===== config.mk =====
export PLATFORM = sky130hd
export DESIGN_NAME = jk_edge_monitor_flat
export DESIGN_NICKNAME = d
export VERILOG_FILES = /design/src/rtl/jk_edge_monitor_if.sv /design/src/rtl/jk_edge_monitor.sv /design/src/flat_wrapper.sv
export SDC_FILE = /design/constraint.sdc
export NUM_CORES = 1
export LEC_CHECK = 0
export BUFFER_PORTS_ARGS = -buffer_cell sky130_fd_sc_hd__buf_2
export CORE_MARGIN = 2
export CORE_UTILIZATION = 60
export CTS_BUF_LIST = sky130_fd_sc_hd__clkbuf_4
export DETAILED_ROUTE_END_ITERATION = 10
export PLACE_DENSITY = 0.92
export SLEW_MARGIN = 5
export SYNTH_ARGS = -nofsm -noshare
export SYNTH_HDL_FRONTEND = slang
export SYNTH_SLANG_ARGS = --single-unit

===== constraint.sdc =====
create_clock -name clk -period 2.6 [get_ports clk]
set_input_delay 0.13 -clock clk [delete_from_list [all_inputs] [get_ports clk]]
set_output_delay 0.13 -clock clk [all_outputs]
set_load 0.02 [all_outputs]

===== src/rtl/jk_edge_monitor_if.sv =====
// ---------------------------------------------------------------------------
// jk_edge_monitor_if
// Signal bundle between the JK flip-flop stage (master side: drives q and
// clr) and the jk_edge_monitor observer (slave side: drives the status).
//   q          : JK flip-flop output, synchronous to clk
//   clr        : synchronous clear of counters and run_len, active-high
//   rise_pulse : one-cycle pulse per accepted 0->1 transition
//   fall_pulse : one-cycle pulse per accepted 1->0 transition
//   rise_cnt   : saturating rising-transition count
//   fall_cnt   : saturating falling-transition count
//   run_len    : sample length of the last completed run
//   stuck      : current run has reached the timeout
//   state      : INIT=00, LOW=01, HIGH=10, STUCK=11
// ---------------------------------------------------------------------------
interface jk_edge_monitor_if #(
    parameter int CNT_W = 8
);
    logic             q;
    logic             clr;
    logic             rise_pulse;
    logic             fall_pulse;
    logic [CNT_W-1:0] rise_cnt;
    logic [CNT_W-1:0] fall_cnt;
    logic [CNT_W-1:0] run_len;
    logic             stuck;
    logic [1:0]       state;

    modport master (
        output q, clr,
        input  rise_pulse, fall_pulse, rise_cnt, fall_cnt, run_len, stuck, state
    );

    modport slave (
        input  q, clr,
        output rise_pulse, fall_pulse, rise_cnt, fall_cnt, run_len, stuck, state
    );
endinterface


===== src/rtl/jk_edge_monitor.sv =====
// ---------------------------------------------------------------------------
// jk_edge_monitor
// Observer for the synchronous JK flip-flop stage. Classifies the sampled q
// as LOW, HIGH or STUCK, counts rising/falling transitions (saturating),
// records the length of the last completed run and flags a stuck output
// after TIMEOUT consecutive equal samples.
//
// Ports:
//   clk   : rising-edge clock shared with the JK stage
//   reset : asynchronous active-low reset
//   mon   : jk_edge_monitor_if.slave (q, clr in; pulses, counts, run_len,
//           stuck, state out). All outputs are registered.
//
// Parameters:
//   CNT_W   : width of edge counters, run_len and the internal run counter
//   TIMEOUT : consecutive equal samples that declare stuck (2..2^CNT_W-1)
//
// Build option:
//   JK_MON_GLITCH_FILTER_EN : when defined, a level change is accepted only
//   after q differs from the current level on two consecutive samples.
// ---------------------------------------------------------------------------
module jk_edge_monitor #(
    parameter int CNT_W   = 8,
    parameter int TIMEOUT = 16
) (
    input  logic             clk,
    input  logic             reset,
    jk_edge_monitor_if.slave mon
);

    typedef enum logic [1:0] {
        ST_INIT  = 2'b00,
        ST_LOW   = 2'b01,
        ST_HIGH  = 2'b10,
        ST_STUCK = 2'b11
    } state_t;

    localparam logic [CNT_W-1:0] TO_VAL = CNT_W'(TIMEOUT);
    localparam logic [CNT_W-1:0] TO_M1  = CNT_W'(TIMEOUT - 1);
    localparam logic [CNT_W-1:0] ONE    = CNT_W'(1);

    state_t           state_q;
    logic [CNT_W-1:0] run_q;
    logic [CNT_W-1:0] rise_cnt_q;
    logic [CNT_W-1:0] fall_cnt_q;
    logic [CNT_W-1:0] run_len_q;
    logic             rise_q;
    logic             fall_q;
    logic             stuck_q;
    logic             stuck_lvl_q;
    logic             pend_q;

    logic             cur_lvl_d;
    logic             differ_d;
    logic             accept_d;
    logic             pend_d;

    function automatic logic [CNT_W-1:0] sat_inc(input logic [CNT_W-1:0] v);
        return (v == {CNT_W{1'b1}}) ? v : v + ONE;
    endfunction

    // Level the monitor currently believes q is at; in STUCK it is the level
    // remembered when the timeout fired.
    always_comb begin
        cur_lvl_d = 1'b0;
        case (state_q)
            ST_HIGH:  cur_lvl_d = 1'b1;
            ST_STUCK: cur_lvl_d = stuck_lvl_q;
            default:  cur_lvl_d = 1'b0;
        endcase
        differ_d = (state_q != ST_INIT) && (mon.q != cur_lvl_d);
`ifdef JK_MON_GLITCH_FILTER_EN
        // The first differing sample only arms pend_q; the second accepts.
        accept_d = differ_d && pend_q;
        pend_d   = differ_d && !pend_q;
`else
        accept_d = differ_d;
        pend_d   = 1'b0;
`endif
    end

    always_ff @(posedge clk or negedge reset) begin
        if (!reset) begin
            state_q     <= ST_INIT;
            run_q       <= '0;
            rise_cnt_q  <= '0;
            fall_cnt_q  <= '0;
            run_len_q   <= '0;
            rise_q      <= 1'b0;
            fall_q      <= 1'b0;
            stuck_q     <= 1'b0;
            stuck_lvl_q <= 1'b0;
            pend_q      <= 1'b0;
        end else begin
            rise_q <= 1'b0;
            fall_q <= 1'b0;
            pend_q <= pend_d;

            if (state_q == ST_INIT) begin
                state_q <= mon.q ? ST_HIGH : ST_LOW;
                run_q   <= ONE;
            end else if (accept_d) begin
                if (mon.q) begin
                    rise_q     <= 1'b1;
                    rise_cnt_q <= sat_inc(rise_cnt_q);
                end else begin
                    fall_q     <= 1'b1;
                    fall_cnt_q <= sat_inc(fall_cnt_q);
                end
                run_len_q <= run_q;
                run_q     <= ONE;
                state_q   <= mon.q ? ST_HIGH : ST_LOW;
                stuck_q   <= 1'b0;
            end else if (state_q != ST_STUCK) begin
                // Same level (or a filtered one-sample excursion): the run
                // keeps growing until it reaches the timeout.
                if (run_q == TO_M1) begin
                    run_q       <= TO_VAL;
                    state_q     <= ST_STUCK;
                    stuck_q     <= 1'b1;
                    stuck_lvl_q <= cur_lvl_d;
                end else begin
                    run_q <= run_q + ONE;
                end
            end

            // Clear wins over any increment at the same edge; pulses and
            // FSM state are left as computed above.
            if (mon.clr) begin
                rise_cnt_q <= '0;
                fall_cnt_q <= '0;
                run_len_q  <= '0;
            end
        end
    end

    assign mon.rise_pulse = rise_q;
    assign mon.fall_pulse = fall_q;
    assign mon.rise_cnt   = rise_cnt_q;
    assign mon.fall_cnt   = fall_cnt_q;
    assign mon.run_len    = run_len_q;
    assign mon.stuck      = stuck_q;
    assign mon.state      = state_q;

endmodule


===== src/flat_wrapper.sv =====
// flat-port wrapper written by rule: the top's interface ports become plain ports
module jk_edge_monitor_flat 
#(
    parameter int CNT_W   = 8,
    parameter int TIMEOUT = 16
)
  (clk, reset, mon_q, mon_clr, mon_rise_pulse, mon_fall_pulse, mon_rise_cnt, mon_fall_cnt, mon_run_len, mon_stuck, mon_state);
  jk_edge_monitor_if #(.CNT_W(CNT_W)) mon_i ();
  input  logic clk;
  input  logic reset;
  input wire logic [$bits(mon_i.q)-1:0] mon_q;
  input wire logic [$bits(mon_i.clr)-1:0] mon_clr;
  output wire logic [$bits(mon_i.rise_pulse)-1:0] mon_rise_pulse;
  output wire logic [$bits(mon_i.fall_pulse)-1:0] mon_fall_pulse;
  output wire logic [$bits(mon_i.rise_cnt)-1:0] mon_rise_cnt;
  output wire logic [$bits(mon_i.fall_cnt)-1:0] mon_fall_cnt;
  output wire logic [$bits(mon_i.run_len)-1:0] mon_run_len;
  output wire logic [$bits(mon_i.stuck)-1:0] mon_stuck;
  output wire logic [$bits(mon_i.state)-1:0] mon_state;
  assign mon_i.q = mon_q;
  assign mon_i.clr = mon_clr;
  assign mon_rise_pulse = mon_i.rise_pulse;
  assign mon_fall_pulse = mon_i.fall_pulse;
  assign mon_rise_cnt = mon_i.rise_cnt;
  assign mon_fall_cnt = mon_i.fall_cnt;
  assign mon_run_len = mon_i.run_len;
  assign mon_stuck = mon_i.stuck;
  assign mon_state = mon_i.state;
  jk_edge_monitor #(.CNT_W(CNT_W), .TIMEOUT(TIMEOUT)) u_core (.clk(clk), .reset(reset), .mon(mon_i));
endmodule

==> results.ini, run 1 <==
[worst_setup_path]
critPathRequiredTime_ns = 2.87
cp.arrival_ns = 2.26
cp-end-kind = register
cp_max_fo = 14
path_class = reg -> reg
r2r_setup_slack_ns = 0.61
crit_path_start_kind = register

[finish]
finalNonFillerCells = 271
nFillCells = 251
post-route-util = 0.7094
insertedDiodeCount = 0
drive_gt1_frac = 0.2026
finalNetCount = 233
area_delta_synth_final_pct = 12.48

[pwr]
p_clk_frac = 0.293
finalPower_mw = 1.051
power.switching_uw = 293.2
cellLeakagePower_nw = 1.019
power_density_nw_per_um2 = 485.4
pwr-share-comb = 0.112
ir_drop_mv = 0.3055
cell_internal_pwr_uw = 758.1
power_switching_share = 0.2789
seqPwrFrac = 0.595

[die]
core_area_um2 = 3053
floorplan.initialDensity = 0.6307
pin_count = 33
die_area_um2 = 3678
die_height_um = 60.65
die_w_um = 60.65
rows = 20

[synth]
yosys-top-cells-count = dfrtp_1 (38), a21oi_1 (19), nor2_1 (18)
async_reset_ff_frac = 1.000
yosysMostFrequentCell = dfrtp_1
syn_area_per_cell_um2 = 9.977
syn-cell-area_um2 = 1926
synth_nets = 200
synth-seq-area-share = 0.4938
yosysWarnings = 0
synth_top_cell_area_share = 0.4938
ys_top_cells_by_area = dfrtp_1 (49%), mux2i_1 (5.2%), a21oi_1 (4.9%)
yosysUniqueCellTypes = 40
synth_cells = 193
synth_edf_count = 0
synth_ff_type = dfrtp_1
synth-seq-cells = 38
yosys.area.top_type = dfrtp_1

[route]
vias = 1593
ant_nets = 0
drtPass1Iterations = 4
drc = 0
viasPerCell = 5.878
drt-total-wl_um = 3958
routedWlPerCell_um = 14.61
drtIter0Drc = 100

[clocking]
htreeDepth = 2
cts_resized = 0
cts_setup_buffers = 0
clkSinkCount = 38
cts_root_buf = clkbuf_4
clk_path_buf_depth = 2
tritoncts = yes
cts.clk_slew.worst_paths_ns = 0.13
clk_latency_ns = 0.35
cts_made_buffers = 5

[timing]
period_needed_ns = 1.993
period_share = 0.7666
worst_pin_slew_ns = 0.9363
finalHoldViolations = 0
rsz0062_at_grt = false
finClkSkew_ns = 0.02140
hold_slack_ns = 0.06558
slew_headroom = 0.3730
finalSetupViolCount = 0
setup_tns_ns = 0
max_freq_mhz = 501.7
finalMaxSlewViolations = 0

[placement]
gp_congestion = 0.8748
dpl.cell_count = 262
io_buffers = 32
dpl.hpwl_um = 2717

[grt]
grt_usage = 0.2401
antenna_found_initial = 0
grt_max_degree = 39
first_global_vias = 1470
grt_pass1_wl_um = 6486
grt.overflow.total = 0

[flow_run]
maxCapViolCount = 0

[hold_path]
hold_path.class = in -> reg

[run_status]
status = completed

==> worst paths after layout <==
check,from,to,depth (start not counted)
min in group asynchronous,reset,u_core.mon.rise_cnt[7],2
max,u_core.mon.state[0],u_core.mon.rise_cnt[5],4
max reg2reg,u_core.mon.state[0],u_core.mon.rise_cnt[5],4
max in group asynchronous,reset,u_core.run_q[6],2
min reg2reg,u_core.mon.run_len[5],u_core.mon.run_len[5],2
min,mon_q,u_core.mon.state[1],2
==> state kept, by name, summed over array words and instances (netlist names) <==
signal                 flops
u_core.mon.fall_cnt        8
u_core.mon.fall_pulse      1
u_core.mon.stuck           1
u_core.run_q               8
u_core.stuck_lvl_q         1
u_core.mon.rise_cnt        8
u_core.mon.run_len         8
u_core.mon.rise_pulse      1
u_core.mon.state           2
==> critical path, cell delays in order, from the launching register on <==
cell,delay (ns)
dfrtp_1,0.56
and2_1,0.24
o211ai_1,0.38
or4_1,0.59
a21oi_1,0.16
==> area by class of cell <==
cell class / instances / area, um2 / area share
Clock buffer: 6 / 45.04 / 0.02080
Timing Repair Buffer: 33 / 170.2 / 0.07857
Inverter: 4 / 15.01 / 0.006932
Sequential cell: 38 / 950.9 / 0.4391
Tap cell: 44 / 55.05 / 0.02542
Clock inverter: 2 / 8.758 / 0.004044
Multi-Input combinational cell: 144 / 920.9 / 0.4252
==> logic make-up after synthesis <==
group           share of synthesized area
compound gates                     0.1689
xor+xnor                          0.02274
fa+ha+maj                         0.01950
buf+inv                           0.02793
flops                              0.4938
mux                               0.05783
simple gates                       0.2092
==> cell usage in the layout, fill, tap and decap left out, types with 8 or more instances in the layout <==
| master | n |
|---|---|
| dfrtp_1 | 38 |
| nand2_1 | 10 |
| nand3_1 | 10 |
| a21oi_1 | 19 |
| o21ai_0 | 13 |
| nor2_1 | 18 |
| buf_2 | 32 |
| mux2i_1 | 10 |
| or4_1 | 8 |
==> timing repair <==
item,CTS,global route
hold buffers,1,0
hold endpoints to repair,38,0
endpoints found under the setup margin,0,0
==> metal layers <==
metal	part of all wire	vias to the layer above	wire [um]	track usage
met3	0.050	7	196	0.04478
li1	-	779	-	-
met4	0.018	0	70	0.1242
met5	0	-	0	0
met1	0.46	759	1833	0.3310
met2	0.47	48	1858	0.3641
==> power by group through the flow <==
stage          Combinational (mW)  Clock (mW)  Sequential, mW
6_report                    0.118       0.308           0.626
5_1_grt                     0.131       0.339           0.629
4_1_cts                     0.118       0.309           0.625
3_5_place_dp                0.116           0           0.637
3_3_place_gp                0.114           0           0.636
2_1_floorplan              0.0711           0           0.644
==> through the flow <==
step           worst slack, ns  area, um2
2_1_floorplan           0.8397       1926
3_3_place_gp            0.7621       2102
3_5_place_dp            0.6585       2102
4_1_cts                 0.6431       2166
5_1_grt                 0.4335       2166
6_report                0.6067       2166
No activity file was read; power rests on OpenSTA's default activity.
==> inputs of run 2 (changes only) <==
--- a/config.mk
+++ b/config.mk
@@ -7,10 +7,10 @@
 export LEC_CHECK = 0
 export BUFFER_PORTS_ARGS = -buffer_cell sky130_fd_sc_hd__buf_2
 export CORE_MARGIN = 2
-export CORE_UTILIZATION = 60
+export CORE_UTILIZATION = 58
 export CTS_BUF_LIST = sky130_fd_sc_hd__clkbuf_4
 export DETAILED_ROUTE_END_ITERATION = 10
-export PLACE_DENSITY = 0.92
+export PLACE_DENSITY = 0.89
 export SLEW_MARGIN = 5
 export SYNTH_ARGS = -nofsm -noshare
 export SYNTH_HDL_FRONTEND = slang
==> constraint.sdc (replaced) <==
create_clock -name clk -period 2 [get_ports clk]
set_input_delay 0.1 -clock clk [delete_from_list [all_inputs] [get_ports clk]]
set_output_delay 0.1 -clock clk [all_outputs]
set_load 0.02 [all_outputs]
==> run 2 against run 1 <==
- sequential cell count unchanged
- count of clock-buffer cells in the layout unchanged
- sequential share of layout area decreased by 0.50 points
- critical path type unchanged
- sequential power increased by 30%
- wire length increased by 4.1%
- critical path depth increased by 2
- largest cell class unchanged
- register-to-register slack got worse by 0.34 ns
- final area increased by 1.2%
- first-iteration DRC count increased by 19%
- worst hold slack improved by 0.11 ns
- total power increased by 30%
- utilization decreased by 0.34 points
==> results.ini, run 2 (same netlist as run 1, synthesis figures left out) <==
[run_status]
status = completed

[finish]
insertedDiodeCount = 0  ; unchanged
final_common_cell = dfrtp_1
finalNetCount = 236  ; +1.3%
regArea_um2 = 950.9  ; unchanged
post-route-cell-area_um2 = 2191  ; +1.2%
mostFrequentLayoutCells = dfrtp_1 (38), buf_2 (32), a21oi_1 (19)
area_delta_synth_final_pct = 13.78
multi_input_area_um2 = 920.9  ; unchanged
post-route-util = 0.7060  ; -0.003378
nFillCells = 249  ; -0.80%
drive_gt1_frac = 0.2087  ; +0.006052

[timing]
period_share = 0.8677  ; +0.1011
slew_headroom = 0.4568  ; +0.08379
rsz0062_at_grt = false
period_needed_ns = 1.735  ; -0.2579 ns
finClkSkew_ns = 0.01982  ; -0.001581 ns
finalMaxSlewViolations = 0  ; unchanged
finalHoldViolations = 0  ; unchanged
hold_slack_ns = 0.1739  ; +0.1083 ns
setup_tns_ns = 0  ; unchanged
max_freq_mhz = 576.2  ; +15%
finalSetupViolCount = 0  ; unchanged
worst_pin_slew_ns = 0.8148  ; -0.1216 ns

[route]
drc = 0  ; unchanged
ant_nets = 0  ; unchanged
drt-total-wl_um = 4120  ; +4.1%
drtIter0Drc = 119  ; +19%
routedWlPerCell_um = 15.04  ; +3.0%
viasPerCell = 5.923  ; +0.77%
vias = 1623  ; +1.9%
drtPass1Iterations = 4  ; unchanged

[die]
pin_count = 33  ; unchanged
die_w_um = 61.62  ; +1.6%
die_height_um = 61.62  ; +1.6%
floorplan.initialDensity = 0.6206  ; -0.01017
core_area_um2 = 3103  ; +1.6%
die_area_um2 = 3797  ; +3.2%
rows = 20  ; unchanged

[worst_setup_path]
reg2reg_depth = 6  ; +2
reg2reg_to = u_core.mon.rise_cnt[7]
path_class = reg -> reg
cp_max_fo = 14  ; unchanged
r2r-start = u_core.mon.rise_cnt[0]
critPathRequiredTime_ns = 2.29  ; -0.58 ns
cp-end-kind = register
cp.arrival_ns = 2.02  ; -0.24 ns
r2r_setup_slack_ns = 0.26  ; -0.34 ns
crit_path_start_kind = register

[pwr]
cellLeakagePower_nw = 1.032  ; +1.3%
ir_drop_mv = 0.3850  ; +26%
power_density_nw_per_um2 = 625.8  ; +29%

[grt]
grt_pass1_wl_um = 6630  ; +2.2%
antenna_found_initial = 0  ; unchanged
grt_max_degree = 39  ; unchanged
grt.overflow.total = 0  ; unchanged
grt_usage = 0.2442  ; +0.004035
first_global_vias = 1426  ; -3.0%

[hold_path]
hold_path.class = in -> reg
hold_depth = 2  ; unchanged
min_from = mon_clr
hold_path_end = u_core.mon.run_len[6]

[clocking]
clk_path_buf_depth = 2  ; unchanged
clk_latency_ns = 0.36  ; about the same
cts.clk_slew.worst_paths_ns = 0.11  ; -0.02 ns
cts_made_buffers = 5  ; unchanged
cts_setup_buffers = 0  ; unchanged
clkSinkCount = 38  ; unchanged
cts_root_buf = clkbuf_4
htreeDepth = 2  ; unchanged
tritoncts = yes

[placement]
io_buffers = 32  ; unchanged
gp_congestion = 0.8747  ; about the same
dpl.hpwl_um = 2878  ; +5.9%
placedInstanceArea_um2 = 2117  ; +0.71%

[flow_run]
maxCapViolCount = 0  ; unchanged

==> run 2: worst max-delay path, cell delays in order, from the launching register on <==
cell	delay, ns
dfrtp_1	0.43
ha_1	0.26
nand3_1	0.09
o211ai_1	0.08
buf_4	0.19
or4_1	0.47
a21oi_1	0.15
==> run 2: what timing repair did <==
| action | in CTS | in global routing |
|---|---|---|
| resized for setup | 0 | 0 |
| hold buffers | 2 | 0 |
| endpoints found under the hold margin | 40 | 0 |
| setup endpoints to repair | 0 | 0 |
==> run 2: layer usage <==
layer / vias up / routed length, um / track usage
met5: - / 0 / 0
met4: 0 / 87 / 0.1033
met3: 11 / 240 / 0.07563
met2: 53 / 1897 / 0.3669
met1: 781 / 1894 / 0.3292
li1: 778 / - / -
==> run 2: how the worst max path moves through the flow <==
stage | startpoint | slack (ns) | depth (start not counted) | end
global placement | u_core.run_q[6] | 0.30 | 4 | u_core.run_q[7]
global route | u_core.mon.rise_cnt[0] | 0.16 | 6 | u_core.mon.rise_cnt[5]
finish | u_core.mon.rise_cnt[0] | 0.26 | 6 | u_core.mon.rise_cnt[7]
CTS | u_core.mon.rise_cnt[0] | 0.26 | 6 | u_core.mon.rise_cnt[7]
detailed placement | u_core.mon.rise_cnt[0] | 0.26 | 6 | u_core.mon.rise_cnt[5]
floorplan | u_core.mon.state[1] | 0.24 | 5 | u_core.mon.fall_cnt[4]
==> run 2: metrics by stage <==
| step | instances | total power [mW] | setup WS, ns |
|---|---|---|---|
| CTS | 274 | 1.384 | 0.2592 |
| global route | 274 | 1.442 | 0.1624 |
| finish | 274 | 1.371 | 0.2646 |
| global placement | 264 | 0.9808 | 0.3015 |
| floorplan | 193 | 0.9292 | 0.2397 |
| detailed placement | 264 | 0.9837 | 0.2647 |
==> run 2: cell type report <==
type / count / share of cell area
flip-flops and latches: 38 / 0.4340
clock inverters: 2 / 0.003998
inverters: 4 / 0.006853
well taps: 44 / 0.02513
multi-input cells: 144 / 0.4203
clock buffers: 6 / 0.02056
repair buffers: 36 / 0.08909
==> run 2: report_power, final <==
| group | internal (mW) | switching [mW] | total (mW) |
|---|---|---|---|
| logic | 0.0567 | 0.105 | 0.162 |
| clock network | 0.146 | 0.252 | 0.398 |
| registers | 0.787 | 0.0242 | 0.812 |
| total | 0.990 | 0.381 | 1.37 |
==> inputs of run 3 (changes only) <==
--- a/config.mk
+++ b/config.mk
@@ -7,10 +7,10 @@
 export LEC_CHECK = 0
 export BUFFER_PORTS_ARGS = -buffer_cell sky130_fd_sc_hd__buf_2
 export CORE_MARGIN = 2
-export CORE_UTILIZATION = 58
+export CORE_UTILIZATION = 38
 export CTS_BUF_LIST = sky130_fd_sc_hd__clkbuf_4
 export DETAILED_ROUTE_END_ITERATION = 10
-export PLACE_DENSITY = 0.89
+export PLACE_DENSITY = 0.65
 export SLEW_MARGIN = 5
 export SYNTH_ARGS = -nofsm -noshare
 export SYNTH_HDL_FRONTEND = slang
==> run 3 against run 2 <==
- register-to-register slack got worse by 0.04 ns
- non-clock buffer count increased by 1
- utilization shrank 24 points
- maximum frequency decreased by 2.1%
- combinational power barely moved
- sequential cell count did not move
- largest power group unchanged
- global-route usage decreased by 8.7 points
- die area grew 49%
- final cell count rose by 8.8%
==> results.ini, run 3 (same netlist as run 1, synthesis figures left out) <==
[timing]
finClkSkew_ns = 0.008606  ; -0.01122 ns
layout_setup_ws_ns = 0.2278  ; -0.03677 ns
finalMaxSlewViolations = 0  ; unchanged
finalHoldViolations = 0  ; unchanged
max_freq_mhz = 564.3  ; -2.1%
period_share = 0.8861  ; +0.01839
finalSetupViolCount = 0  ; unchanged
rsz0062_at_grt = false
worst_pin_slew_ns = 0.8540  ; +0.03924 ns
slew_headroom = 0.4307  ; -0.02616
period_needed_ns = 1.772  ; +0.03677 ns
setup_tns_ns = 0  ; unchanged

[route]
drc = 0  ; unchanged
routedWlPerCell_um = 13.67  ; -9.1%
drt-total-wl_um = 4073  ; -1.1%
viasPerCell = 5.349  ; -9.7%
drtPass1Iterations = 4  ; unchanged
drtIter0Drc = 78  ; -34%
vias = 1594  ; -1.8%
ant_nets = 0  ; unchanged

[pwr]
finalPower_mw = 1.499  ; +9.3%
ir_drop_mv = 0.4410  ; +15%
power_density_nw_per_um2 = 666.8  ; +6.5%
cellLeakagePower_nw = 1.049  ; +1.7%

[worst_setup_path]
crit_path_start_kind = register
cp-end-kind = register
crit_chain = or4_4, or2_4, a21oi_2, o21ba_2
cpPeakStageDelay_ns = 0.55  ; +0.08 ns
cp_max_fo = 5  ; -9
critPathRequiredTime_ns = 2.25  ; -0.04 ns
cpMaxStageDelayCell = or4_4
path_buf_inv = 0  ; -1
path_class = reg -> reg
cp.arrival_ns = 2.02  ; about the same
crit_family = simple AND/OR/NAND/NOR gates

[grt]
grt.overflow.total = 0  ; unchanged
first_global_vias = 1400  ; -1.8%
antenna_found_initial = 0  ; unchanged
grt_usage = 0.1570  ; -0.08719
grt_max_degree = 39  ; unchanged
grt_pass1_wl_um = 6706  ; +1.1%

[clocking]
cts.clk_slew.worst_paths_ns = 0.12  ; about the same
clkSinkCount = 38  ; unchanged
cts_setup_buffers = 0  ; unchanged
clk_path_buf_depth = 2  ; unchanged
cts_root_buf = clkbuf_4
htreeDepth = 2  ; unchanged
clk_latency_ns = 0.34  ; -0.02 ns
cts_made_buffers = 5  ; unchanged
tritoncts = yes

[placement]
placedInstanceArea_um2 = 2161  ; +2.1%
io_buffers = 32  ; unchanged
dpl.cell_count = 289  ; +9.5%
place_ws_ns = 0.2558  ; -0.008957 ns
gp_congestion = 0.8005  ; -8.5%
dpl.hpwl_um = 2732  ; -5.1%

[finish]
finalNonFillerCells = 298  ; +8.8%
mostFrequentLayoutCells = dfrtp_1 (38), buf_2 (32), a21oi_1 (19)
post-route-cell-area_um2 = 2248  ; +2.6%
nFillCells = 481  ; +93%
drive_gt1_frac = 0.2208  ; +0.01208
finalNetCount = 237  ; +0.42%
insertedDiodeCount = 0  ; unchanged
regArea_um2 = 950.9  ; unchanged
multi_input_area_um2 = 920.9  ; unchanged
final_common_cell = dfrtp_1
area_delta_synth_final_pct = 16.76

[die]
core_area_um2 = 4817  ; +55%
pin_count = 33  ; unchanged
die_w_um = 75.19  ; +22%
die_area_um2 = 5653  ; +49%
rows = 25  ; +25%
floorplan.initialDensity = 0.3997  ; -0.2208
die_height_um = 75.19  ; +22%

[hold_path]
hold_path.class = in -> reg

[flow_run]
maxCapViolCount = 0  ; unchanged

[run_status]
status = completed

[run 3: cell types whose count changed in the layout (fill, tap and decap cells not counted)]
cell and delta:
clkbuf_4 -1, clkinv_2 +1, clkinv_1 -1, bufinv_16 +1, buf_4 +2, dlygate4sd3_1 -1
[run 3: metrics by stage]
step,hold WS (ns),util
3_3_place_gp,0.2601,0.4486
2_1_floorplan,-0.1956,-
6_report,0.02182,0.4668
5_1_grt,0.006799,0.4668
4_1_cts,0.003325,0.4668
3_5_place_dp,0.2647,0.4486
[run 3: worst reg2reg max path: stages, from the launching register on]
cell and delay [ns]:
dfrtp_1 0.44, or4_4 0.55, or2_4 0.26, a21oi_2 0.24, o21ba_2 0.20
[run 3: power by group]
| group | switching (mW) | leakage (nW) | internal [mW] | total, mW |
|---|---|---|---|---|
| Combinational | 0.106 | 0.493 | 0.0584 | 0.164 |
| Sequential | 0.0230 | 0.511 | 0.787 | 0.810 |
| Clock | 0.265 | 0.0450 | 0.259 | 0.524 |
| Total | 0.394 | 1.05 | 1.10 | 1.50 |
[run 3: path summary, 6_finish.rpt]
check / endpoint / slack [ns] / from / cells past startpoint
min reg2reg: u_core.mon.run_len[5] / 0.53 / u_core.mon.run_len[5] / 2
max: u_core.run_q[7] / 0.23 / u_core.run_q[6] / 4
min: u_core.mon.state[0] / 0.02 / mon_q / 2
min in group asynchronous: u_core.mon.fall_cnt[2] / 0.39 / reset / 2
max reg2reg: u_core.run_q[7] / 0.23 / u_core.run_q[6] / 4
max in group asynchronous: u_core.mon.fall_cnt[0] / 1.06 / reset / 2
[run 3: area by class of cell]
class | count | share of cell area
clock buffers | 5 | 0.01669
clock inverters | 3 | 0.01781
inverters | 4 | 0.006678
multi-input cells | 144 | 0.4096
flip-flops and latches | 38 | 0.4229
well taps | 67 | 0.03728
repair buffers | 37 | 0.08904
[run 3: repair_timing]
action,in CTS,in global routing
hold endpoints to repair,38,0
hold buffers,1,0
resized for setup,0,0
[run 3: layer usage]
metal | global-route usage | vias to the layer above | part of all wire
met5 | 0 | - | 0
met4 | 0.05848 | 0 | 0.010
met3 | 0.03882 | 5 | 0.042
met2 | 0.2203 | 37 | 0.44
met1 | 0.2339 | 761 | 0.51
li1 | - | 791 | -
